File: src/rtl/ca_rule_sequencer.sv
// ca_rule_sequencer: per-row CA rule/colour sequencing, scrolling and reseed.
// Build option: define CA_CUSTOM_RULE_EN to make rule-table entry 7 loadable.
module ca_rule_sequencer #(
   parameter int ROWS_PER_FRAME = 120,
   parameter int BAND_LOG2      = 8,
   parameter int CNT_W          = 11
) (
   input  logic       clk,
   input  logic       rst_n,
   input  logic       frame_start,
   input  logic       row_tick,
   input  logic       btn_next,
   input  logic       btn_prev,
   input  logic       btn_pause,
   input  logic       btn_reseed,
   input  logic [7:0] cfg_rule,
   input  logic       cfg_load,
   output logic [7:0] rule,
   output logic [5:0] rule_color,
   output logic [2:0] rule_idx,
   output logic       seed_req,
   output logic       paused
);

   typedef enum logic [1:0] {WAIT, SEED, RUN} state_t;

   localparam logic [CNT_W-1:0] ONE = {{(CNT_W-1){1'b0}}, 1'b1};
   localparam int unused_rows = ROWS_PER_FRAME;

   state_t           state_q;
   state_t           state_d;
   logic             reseed_pend;
   logic             consume;
   logic             fb_clr;
   logic             fb_inc;
   logic [CNT_W-1:0] frame_base;
   logic [CNT_W-1:0] row_cnt;
   logic [2:0]       offset;
   logic [3:0]       btn_s1;
   logic [3:0]       btn_s2;
   logic [3:0]       btn_s3;
   logic [3:0]       edges;
   logic [2:0]       idx;
   logic [7:0]       rule_d;
   logic [7:0]       rule7;

   // bit order: {reseed, pause, prev, next}
   assign edges = btn_s2 & ~btn_s3;

`ifdef CA_CUSTOM_RULE_EN
   // loadable table entry 7
   always_ff @(posedge clk) begin
      if (!rst_n)
         rule7 <= 8'd146;
      else if (cfg_load)
         rule7 <= cfg_rule;
   end
`else
   logic unused_cfg;
   assign unused_cfg = ^{cfg_rule, cfg_load};
   assign rule7 = 8'd146;
`endif

   // two-flop synchronizers plus the delayed copy for edge detect
   always_ff @(posedge clk) begin
      if (!rst_n) begin
         btn_s1 <= '0;
         btn_s2 <= '0;
         btn_s3 <= '0;
      end else begin
         btn_s1 <= {btn_reseed, btn_pause, btn_prev, btn_next};
         btn_s2 <= btn_s1;
         btn_s3 <= btn_s2;
      end
   end

   // manual rule offset and scroll-freeze flag
   always_ff @(posedge clk) begin
      if (!rst_n) begin
         offset <= 3'd0;
         paused <= 1'b0;
      end else begin
         if (edges[0] && !edges[1])
            offset <= offset + 3'd1;
         else if (edges[1] && !edges[0])
            offset <= offset - 3'd1;
         if (edges[2])
            paused <= ~paused;
      end
   end

   // next-state: frame strobes drive seeding and scroll decisions
   always_comb begin
      state_d = state_q;
      consume = 1'b0;
      fb_clr  = 1'b0;
      fb_inc  = 1'b0;
      if (frame_start) begin
         case (state_q)
            WAIT: begin
               state_d = SEED;
               fb_clr  = 1'b1;
            end
            SEED: begin
               if (reseed_pend)
                  consume = 1'b1;
               else
                  state_d = RUN;
            end
            RUN: begin
               if (reseed_pend) begin
                  state_d = SEED;
                  consume = 1'b1;
                  fb_clr  = 1'b1;
               end else if (!paused) begin
                  fb_inc = 1'b1;
               end
            end
            default: state_d = WAIT;
         endcase
      end
   end

   // state, reseed request, frame base and row counter
   always_ff @(posedge clk) begin
      if (!rst_n) begin
         state_q     <= WAIT;
         seed_req    <= 1'b0;
         reseed_pend <= 1'b0;
         frame_base  <= '0;
         row_cnt     <= '0;
      end else begin
         state_q  <= state_d;
         seed_req <= (state_d == SEED);
         // a new press wins over consumption so it is never lost
         if (edges[3])
            reseed_pend <= 1'b1;
         else if (consume)
            reseed_pend <= 1'b0;
         if (fb_clr)
            frame_base <= '0;
         else if (fb_inc)
            frame_base <= frame_base + ONE;
         if (frame_start)
            row_cnt <= frame_base;
         else if (row_tick)
            row_cnt <= row_cnt + ONE;
      end
   end

   assign idx = row_cnt[CNT_W-1:BAND_LOG2] + offset;

   // rule table lookup
   always_comb begin
      rule_d = rule7;
      case (idx)
         3'd0:    rule_d = 8'd30;
         3'd1:    rule_d = 8'd110;
         3'd2:    rule_d = 8'd22;
         3'd3:    rule_d = 8'd60;
         3'd4:    rule_d = 8'd118;
         3'd5:    rule_d = 8'd161;
         3'd6:    rule_d = 8'd90;
         default: rule_d = rule7;
      endcase
   end

   // registered outputs, frozen at reset values until the first frame
   always_ff @(posedge clk) begin
      if (!rst_n) begin
         rule       <= 8'd30;
         rule_color <= 6'b011001;
         rule_idx   <= 3'd0;
      end else if (state_q != WAIT) begin
         rule       <= rule_d;
         rule_color <= {idx[0], 2'b11, idx[1], idx[2], 1'b1};
         rule_idx   <= idx;
      end
   end

endmodule
File: config.mk
export PLATFORM = sky130hd
export DESIGN_NAME = ca_rule_sequencer
export DESIGN_NICKNAME = d
export VERILOG_FILES = /design/src/rtl/ca_rule_sequencer.sv
export SDC_FILE = /design/constraint.sdc
export NUM_CORES = 1
export LEC_CHECK = 0
export CAP_MARGIN = 20
export CORE_MARGIN = 2
export CORE_UTILIZATION = 40
export DETAILED_ROUTE_END_ITERATION = 6
export GPL_ROUTABILITY_DRIVEN = 0
export HOLD_SLACK_MARGIN = 0.15
export SLEW_MARGIN = 20
export SYNTH_ARGS = -nofsm -noshare
export SYNTH_HDL_FRONTEND = slang
export SYNTH_SLANG_ARGS = --single-unit
File: constraint.sdc
create_clock -name clk -period 2.3 [get_ports clk]
set_input_delay 0.46 -clock clk [delete_from_list [all_inputs] [get_ports clk]]
set_output_delay 0.46 -clock clk [all_outputs]
set_load 0.01 [all_outputs]
* Yosys cells after proc, flatten, opt, wreduce, memory -nomap -nowiden
Index checks and enable logic that the tools add are counted.
** Cells by class
- Add/sub/neg operators :: 5
- Equal/unequal tests :: 9
- Muxes and demuxes :: 20
- Bitwise operators :: 4
- Reduce and logical (&&, ||, !) cells :: 12
** Operators by type and width (count)
- 8-bit case mux with 7 select lines :: 1
- 11-bit by 1-bit adder with 11-bit output, second input constant :: 2
- 11-bit 2-to-1 mux :: 2
- 1-bit 2-to-1 mux :: 10
- 3-bit == test, second input constant :: 3
- 2-bit nonzero test :: 4
- 3-bit by 2-bit == test with 1-bit output, second input constant :: 2
- 2-bit 2-to-1 mux :: 3
- 3-bit 2-to-1 mux :: 2
- 2-bit case mux with 3 select lines :: 1
- 4-bit AND :: 1
- 2-bit by 1-bit == test with 1-bit output, second input constant :: 2
- 4-bit inverter :: 1
- 2-bit OR reduction :: 2
- 3-bit by 1-bit adder with 3-bit output, second input constant :: 1
- 3-bit adder :: 1
- 3-bit by 1-bit == test with 1-bit output, second input constant :: 1
- 3-bit zero test :: 1
- 3-bit by 1-bit subtractor with 3-bit output, second input constant :: 1
- 2-bit == test, second input constant :: 1
- 1-bit logical AND :: 2
- 1-bit zero test :: 2
- 2-bit zero test :: 1
- 1-bit inverter :: 2
- 1-bit case mux with 2 select lines :: 1
** Storage, ports and cells
- Register bits after elaboration :: 56
- Input port bits :: 17
- Output and inout port bits :: 19

* Logic depth before layout (Yosys ltp)
- Word-level depth :: 6
- Depth in mapped cells :: 7
- Depth with buffers taken out :: 7

* Least setup slack after synthesis
Ideal clock, no wire load.
- Path kind :: reg-to-reg
- Start point :: register state_q[0]
- End point :: register frame_base[6]
- Data arrival time :: 1645 ps
- Setup slack :: 596 ps
- Stages on the path, launching flop included :: 8
- Path through :: dfxtp_1 -> inv_1 -> ha_1 -> a21oi_1 -> o21ai_1 -> buf_2 -> or4_1 -> nand2_1
** Between the ends
- Longest elaborated chain between the ends :: 4
- Elaborated cells between the ends (all ways) :: 7
- Those cells by class :: eq/ne: 1; mux: 4; reduce/logical: 2
** Ends and longest elaborated chain
- start: declaration :: RTL line 30 : state_t state_q;
- start signal: assignment :: RTL line 133 : state_q <= state_d;
- 2-bit == test / 2-bit zero test (equally long branches) :: RTL line 99 : case (state_q)
- 1-bit case mux with 2 select lines :: RTL line 99
- 1-bit 2-to-1 mux :: RTL line 98 : if (frame_start) begin
- 2-bit OR reduction (no line)
- end signal: assignment :: RTL line 143 : frame_base <= frame_base + ONE;
- end: declaration :: RTL line 36 : logic [CNT_W-1:0] frame_base;
Several ways; a longest one is shown, not always the timed one.
A chain may end at the register's enable or synchronous reset.

* Worst setup path in the final report
- Start point :: register btn_s2[0]
- End point :: register offset[2]
** Between the ends
- Longest elaborated chain between the ends :: 4
- Elaborated cells between the ends (all ways) :: 6
- Those cells by class :: mux: 1; bitwise: 1; reduce/logical: 4
** Ends and longest elaborated chain
- start: declaration :: RTL line 40 : logic [3:0] btn_s2;
- start signal: assignment :: RTL line 72 : btn_s2 <= btn_s1;
- 4-bit AND * :: RTL line 48 : assign edges = btn_s2 & ~btn_s3;
- 1-bit zero test :: RTL line 85 : else if (edges[1] && !edges[0])
- 1-bit logical AND :: RTL line 85
- 2-bit nonzero test (no line)
- end signal: assignment :: RTL line 84 : offset <= offset + 3'd1;
- end signal: assignment :: RTL line 86 : offset <= offset - 3'd1;
- end: declaration :: RTL line 38 : logic [2:0] offset;
Mark *: on every way between the ends. The rest lies on a longest branch, timed or not.

==> results_dict.tcl <==
set metrics [dict create \
    status "finished clean" \
    startpoint "btn_s2[0]" \
    synthCells 259 \
    crit_buf_inv 1 \
    clk_path_buf_depth 2 \
    criticalPathCategory "flip-flop to flip-flop" \
    dp_hpwl_microns 3100 \
    power.total_mw 1.90 \
    synthArstFlopShare 0 \
    cp.required_ns 2.54 \
    swShare 0.251 \
    synth_area_sq_um 2420 \
    synth_top_area_frac 0.438 \
    reg2reg_from "btn_s2[0]" \
    synth-compound-area-share 0.127 \
    diodes 0 \
    fp-row-count 28 \
    cp_top_family "adder cells" \
    rsz0062_at_grt "false" \
    cts.hold.buffers_added 0 \
    multi_input_area_sq_um 1240 \
    period_minus_slack_ns 1.80 \
    start_util 0.412 \
    hp-class "flip-flop to flip-flop" \
    dp_slack_ns 0.231 \
    grt_max_degree 31 \
    drc 0 \
    ios 36 \
    synthXorXnorAreaFrac 0.0785 \
    grt_overflow 0 \
    post_cts_resized 0 \
    die_x_microns 81.8 \
    grt_pass1_vias 1622 \
    die_y_microns 81.8 \
    powerDensity_nw_per_um2 675 \
    postSynthAreaPerCell_sq_um 9.35 \
    r2r_slack_ns 0.50 \
    finalMaxSlewViolations 0 \
    ys_ff_latch 53 \
    viasPerCell 4.97 \
    synthTopCellsByCount "dfxtp_1, nand2_1, and2_1, o21ai_0, a21oi_1" \
    r2r_end "offset[2]" \
    finalNetCount 307 \
    synth_top_area_cell "dfxtp_1" \
    synth_flop_cell "dfxtp_1" \
    num_vias 1768 \
    end_kind "flip-flop" \
    cts_tree "done" \
    yosys.cell_types.count 49 \
    synth-simple-area-share 0.218 \
    critPathLaunchType "flip-flop" \
    grt_first_pass_wirelength_microns 7310 \
    grtUsageTotal 0.141 \
    max-vdd-ir-drop_mv 0.463 \
    min_path_cells 1 \
    core_sq_um 5890 \
    cellLeakagePower_nw 1.08 \
    synth_edf_count 0 \
    setup_slack_ns 0.497 \
    p_int_mw 1.42 \
    routed_wl_microns 4290 \
    slowest_delay_ns 0.37 \
    synth.area.mux_share 0.0248 \
    crit_fanout 2 \
    cts.sink_count 53 \
    die_area_sq_um 6690 \
    io_buffer_count 23 \
    wl_per_cell_microns 12.0 \
    final.fill_count 567 \
    yosysMostFrequentCell "dfxtp_1" \
    clk_pin_slew_worst_paths_ns 0.10 \
    yosys_warnings 0 \
    drt_iter0_markers 60 \
    drtAntennaViolNets 0 \
    arrival_ns 2.04 \
    pwr-share-seq 0.523 \
    antenna_found_initial 0 \
    combPwrFrac 0.142 \
    layout.area.seq_sq_um 1060 \
    areaGrowthSynthToFinish_pct 16.4 \
    synth_area_leaders "dfxtp_1, and2_1, ha_1" \
    drt-pass1-iter-count 4 \
    clock.fmax_ghz 0.555 \
    tns_ns 0 \
    cts_max_level 2 \
    p_clk_frac 0.336 \
    ys_seq_area_frac 0.438 \
    period_share 0.784 \
    final_layout_size_suffix_gt1_frac 0.0747 \
    cts_setup_buffers 0 \
    setup-violations-final 0 \
    root_buffer "clkbuf_8" \
    synth_top_family_by_area "simple AND/OR/NAND/NOR gates" \
    final_hold_viol_count 0 \
    max_cap_violations 0 \
    skew_ns 0.0100 \
    numCtsBuffers 5 \
    crit_chain "nor2b_1, ha_1, inv_1, fa_1, xor2_1, or3_1, a21boi_0" \
    worst-r2r-cell-count 7 \
    worst_path_max_delay_cell "fa_1" \
    min_from "btn_s1[0]" \
    p_switching_mw 0.478 \
    whs_endpoint "btn_s2[0]" \
    clock_latency_ns 0.31 \
    synthAdderAreaFrac 0.0579 \
]
-- metal layers --
metal,wire length (microns),vias up,global-route usage
met2,1910,30,0.227
met3,150,4,0.0297
met4,38,0,0.0500
met1,2190,814,0.185
li1,-,920,-
met5,0,-,0
-- power by group through the flow --
stage	Clock (mW)	Combinational (mW)	Sequential [mW]
final	0.639	0.270	0.995
after global routing	0.693	0.305	1.00
after CTS	0.665	0.272	0.995
after detailed placement	0	0.270	1.02
after global placement	0	0.268	1.02
after floorplan	0	0.180	1.02
-- cells by family (layout without fill, tap and decap cells) --
group                    count (synthesis)  after routing
buffers and inverters                   25             45
other                                    1              3
AND/OR/NAND/NOR                         94             94
adder cells (fa/ha/maj)                 10             10
XOR/XNOR                                20             20
AO/OA/AOI/OAI                           50             50
multiplexers                             6              6
flip-flops                              53             53
-- sequential cells by signal, summed over array words and instances (netlist names) --
signal	cells
rule	8
offset	3
frame_base	11
btn_s1	4
rule_color	1
btn_s3	4
paused	1
row_cnt	11
btn_s2	4
rule_idx	2
state_q	2
reseed_pend	1
seed_req	1
-- worst max path at each step --
stage               cells after the start  slack, ns       endpoint
floorplan                               7       0.60  frame_base[6]
global placement                        5       0.22  frame_base[5]
detailed placement                      5       0.23  frame_base[5]
CTS                                     7       0.48      offset[2]
global route                            6       0.31        rule[7]
finish                                  7       0.50      offset[2]
-- metrics by stage --
step / utilization / instances / instance area [sq um] / hold WS (ns)
floorplan: - / 261 / 2430 / 0.412
global placement: 0.460 / 348 / 2710 / 0.416
detailed placement: 0.460 / 348 / 2710 / 0.421
CTS: 0.479 / 356 / 2820 / 0.447
global route: 0.479 / 356 / 2820 / 0.457
finish: 0.479 / 356 / 2820 / 0.442
-- layout by cell type (no fill, tap or decap), types with 2 or more instances in the layout --
master,synthesis,final
o21ai_0,16,16
xor2_1,9,9
conb_1,1,3
inv_1,5,5
and2_1,17,17
nand2b_1,4,4
o211ai_1,4,4
clkdlybuf4s50_1,0,23
fa_1,2,2
nor3_1,3,3
nand3_1,6,6
ha_1,8,8
nor2_1,12,12
o211a_1,4,4
nand2_1,20,20
mux2i_1,6,6
buf_4,7,8
nor2b_1,10,10
xnor2_1,10,10
clkbuf_8,0,5
nand4_1,7,7
or3_1,4,4
or4_1,3,3
a21oi_1,15,15
dfxtp_1,53,53
-- final cells by class --
cell class | count | area share
Sequential cell | 53 | 0.376
Timing Repair Buffer | 31 | 0.103
Inverter | 6 | 0.00799
Tap cell | 75 | 0.0333
Multi-Input combinational cell | 183 | 0.439
Clock buffer | 5 | 0.0244
Clock inverter | 3 | 0.0164
(Power assumes the default switching activity.)
==> RTL edit (same settings) <==
The parameter `CNT_W` goes from 11 to 10.
--- a/src/rtl/ca_rule_sequencer.sv
+++ b/src/rtl/ca_rule_sequencer.sv
@@ -5,3 +5,3 @@
    parameter int BAND_LOG2      = 8,
-   parameter int CNT_W          = 11
+   parameter int CNT_W          = 10
 ) (
Function: same outputs for any inputs over 10 cycles, from zero or initial values and one cycle with rst_n low; that may be too few to reach the edited logic, so the function may still have changed.
==> RTL edit against the unedited design <==
  * Total power down 9.9%
  * Design area down 6.5%
  * Clock power down 19%
  * Area after synthesis down 6.6%
  * Sequential cell count down 2
  * Cell count down 4.5%
  * Worst setup slack worse by 0.013 ns
  * Critical path type unchanged
  * Sequential power down 4.5%
  * Routed wire length down 8.0%
  * Largest power group unchanged
==> RTL edit: results (changes against the unedited design) <==
| Metric | Value |
|---|---|
| R2r worst-path depth | 6 (-1) |
| Sequential area share after synthesis | 0.451 (+0.0133) |
| Area share of fa/ha/maj cells after synthesis | 0.0619 (+0.00410) |
| Synth Area in Compound Gates | 0.101 (-0.0258) |
| GR Layer Usage met3 | 0.0273 (-0.00240) |
| DP Cell Count | 332 (-4.6%) |
| Final net count | 294 (-4.2%) |
| CP peak stage delay | 0.59 ns (+0.22 ns) |
| Final HPWL DP | 2830 um (-8.6%) |
| RR Endpoint | rule[6]$_SDFFE_PN0N_ |
| Number of antenna violations at the first check in global routing | 0 (unchanged) |
| Starting DRC count in detailed routing | 73 (+22%) |
| Worst-path maximum fanout | 6 (+4) |
| Routed wire length | 3950 um (-8.0%) |
| Mux contribution to synthesized area | 0.0360 (+0.0112) |
| Overall Global Routing Usage | 0.137 (-0.00308) |
| Met2 usage | 0.216 (-0.0107) |
| H-tree Lvls | 2 (unchanged) |
| Worst Skew | 0.00492 ns (-0.00510 ns) |
| Biggest regs | frame_base: 10 flops, row_cnt: 10 flops, rule: 8 flops |
| Largest net degree at the start of global routing | 27 (-13%) |
| Synth top area share | 0.451 (+0.0133) |
| Reg2Reg Setup Slack | 0.48 ns |
| Count of warnings emitted by yosys | 0 (unchanged) |
| Xor and xnor area share after synthesis | 0.0890 (+0.0105) |
| Sw Share | 0.262 (+0.0110) |
| Top cells by area, synth | dfxtp_1 (45%), xor2_1 (5.8%), nor2_1 (4.6%) |
| Outcome | finished clean |
| Met1 Track Usage GR | 0.183 (-0.00198) |
| Post-DR vias/cell | 4.86 (-2.2%) |
| Via count | 1651 (-6.6%) |
| Synth cell types | 40 (-18%) |
| Layout cells sized above 1 | 0.0597 (-0.0150) |
| Hold path startpoint | btn_s1[2]$_SDFF_PN0_ |
| Maximum vdd drop | 341 uV (-26%) |
| Number of port buffers | 23 (unchanged) |
| R2r startpoint | offset[0]$_SDFFE_PN0P_ |
| Drt pass-1 iters | 4 (unchanged) |
| Critical path's slowest cell | fa_1 |
| Hold endpoint | btn_s2[2]$_SDFF_PN0_ |
| CP arrival | 2.06 ns (+0.02 ns) |
| Vias in the first global route | 1549 (-4.5%) |
| Post-synth top cells | dfxtp_1 (51), nor2_1 (28), a21oi_1 (19) |
| Mapped Cells | 244 (-5.8%) |
| First-pass GRT wire length | 6870 um (-6.0%) |
| Leakage | 1.03 nW (-4.9%) |
-- RTL edit: changes by cell type in the layout (fill, tap and decap cells not counted), sizes merged, moves of 5 or more --
cell,before,now
xor2,9,15
nor2b,10,5
o21ai,17,10
nor2,12,28
nand2,20,9
-- RTL edit: stage by stage --
| step | utilization | instance area (um2) | hold slack, ns | setup slack, ns |
|---|---|---|---|---|
| after floorplan | - | 2270 | 0.412 | 0.325 |
| after global placement | 0.465 | 2550 | 0.415 | 0.300 |
| after detailed placement | 0.465 | 2550 | 0.421 | 0.308 |
| after CTS | 0.482 | 2640 | 0.444 | 0.470 |
| after global routing | 0.482 | 2640 | 0.460 | 0.330 |
| final | 0.482 | 2640 | 0.441 | 0.485 |
-- RTL edit: worst max path at each step --
stage	endpoint	slack, ns	depth (start not counted)	from
3_5_place_dp	frame_base[9]$_SDFFE_PP0P_	0.31	5	frame_start
5_1_grt	rule[1]$_SDFFE_PN1N_	0.33	4	state_q[1]$_SDFF_PN0_
3_3_place_gp	seed_req$_SDFF_PN0_	0.30	6	frame_start
2_1_floorplan	rule[6]$_SDFFE_PN0N_	0.33	6	offset[0]$_SDFFE_PN0P_
6_report	rule[6]$_SDFFE_PN0N_	0.48	6	offset[0]$_SDFFE_PN0P_
4_1_cts	rule[1]$_SDFFE_PN1N_	0.47	4	state_q[1]$_SDFF_PN0_
-- RTL edit: logic make-up after synthesis --
kind of cell               Yosys count
and+or+nand+nor                     85
DFF                                 51
AOI/OAI and AO/OA                   40
buffers and inverters               26
xor gates and xnor gates            23
adders and majority gates           10
muxes                                8
other                                1
-- RTL edit: area by class of cell --
type                            count  area (um2)
Timing Repair Buffer               30         283
Multi-Input combinational cell    169        1120
Sequential cell                    51        1020
Tap cell                           72        90.1
Fill cell                         537        2840
Clock buffer                        6        72.6
Clock inverter                      2        17.5
Inverter                           10        37.5
-- RTL edit: power groups by stage --
stage	logic, W	clock network, W	registers [W]
finish	0.000248	0.000515	0.000950
global route	0.000278	0.000575	0.000957
CTS	0.000251	0.000542	0.000951
detailed placement	0.000249	0	0.000972
global placement	0.000247	0	0.000970
floorplan	0.000161	0	0.000974
-- RTL edit: metal layers --
metal,vias up,wire [um],share of wire
met4,0,73,0.018
met3,6,88,0.022
met2,26,1750,0.44
met5,-,0,0
li1,860,-,-
met1,759,2040,0.52
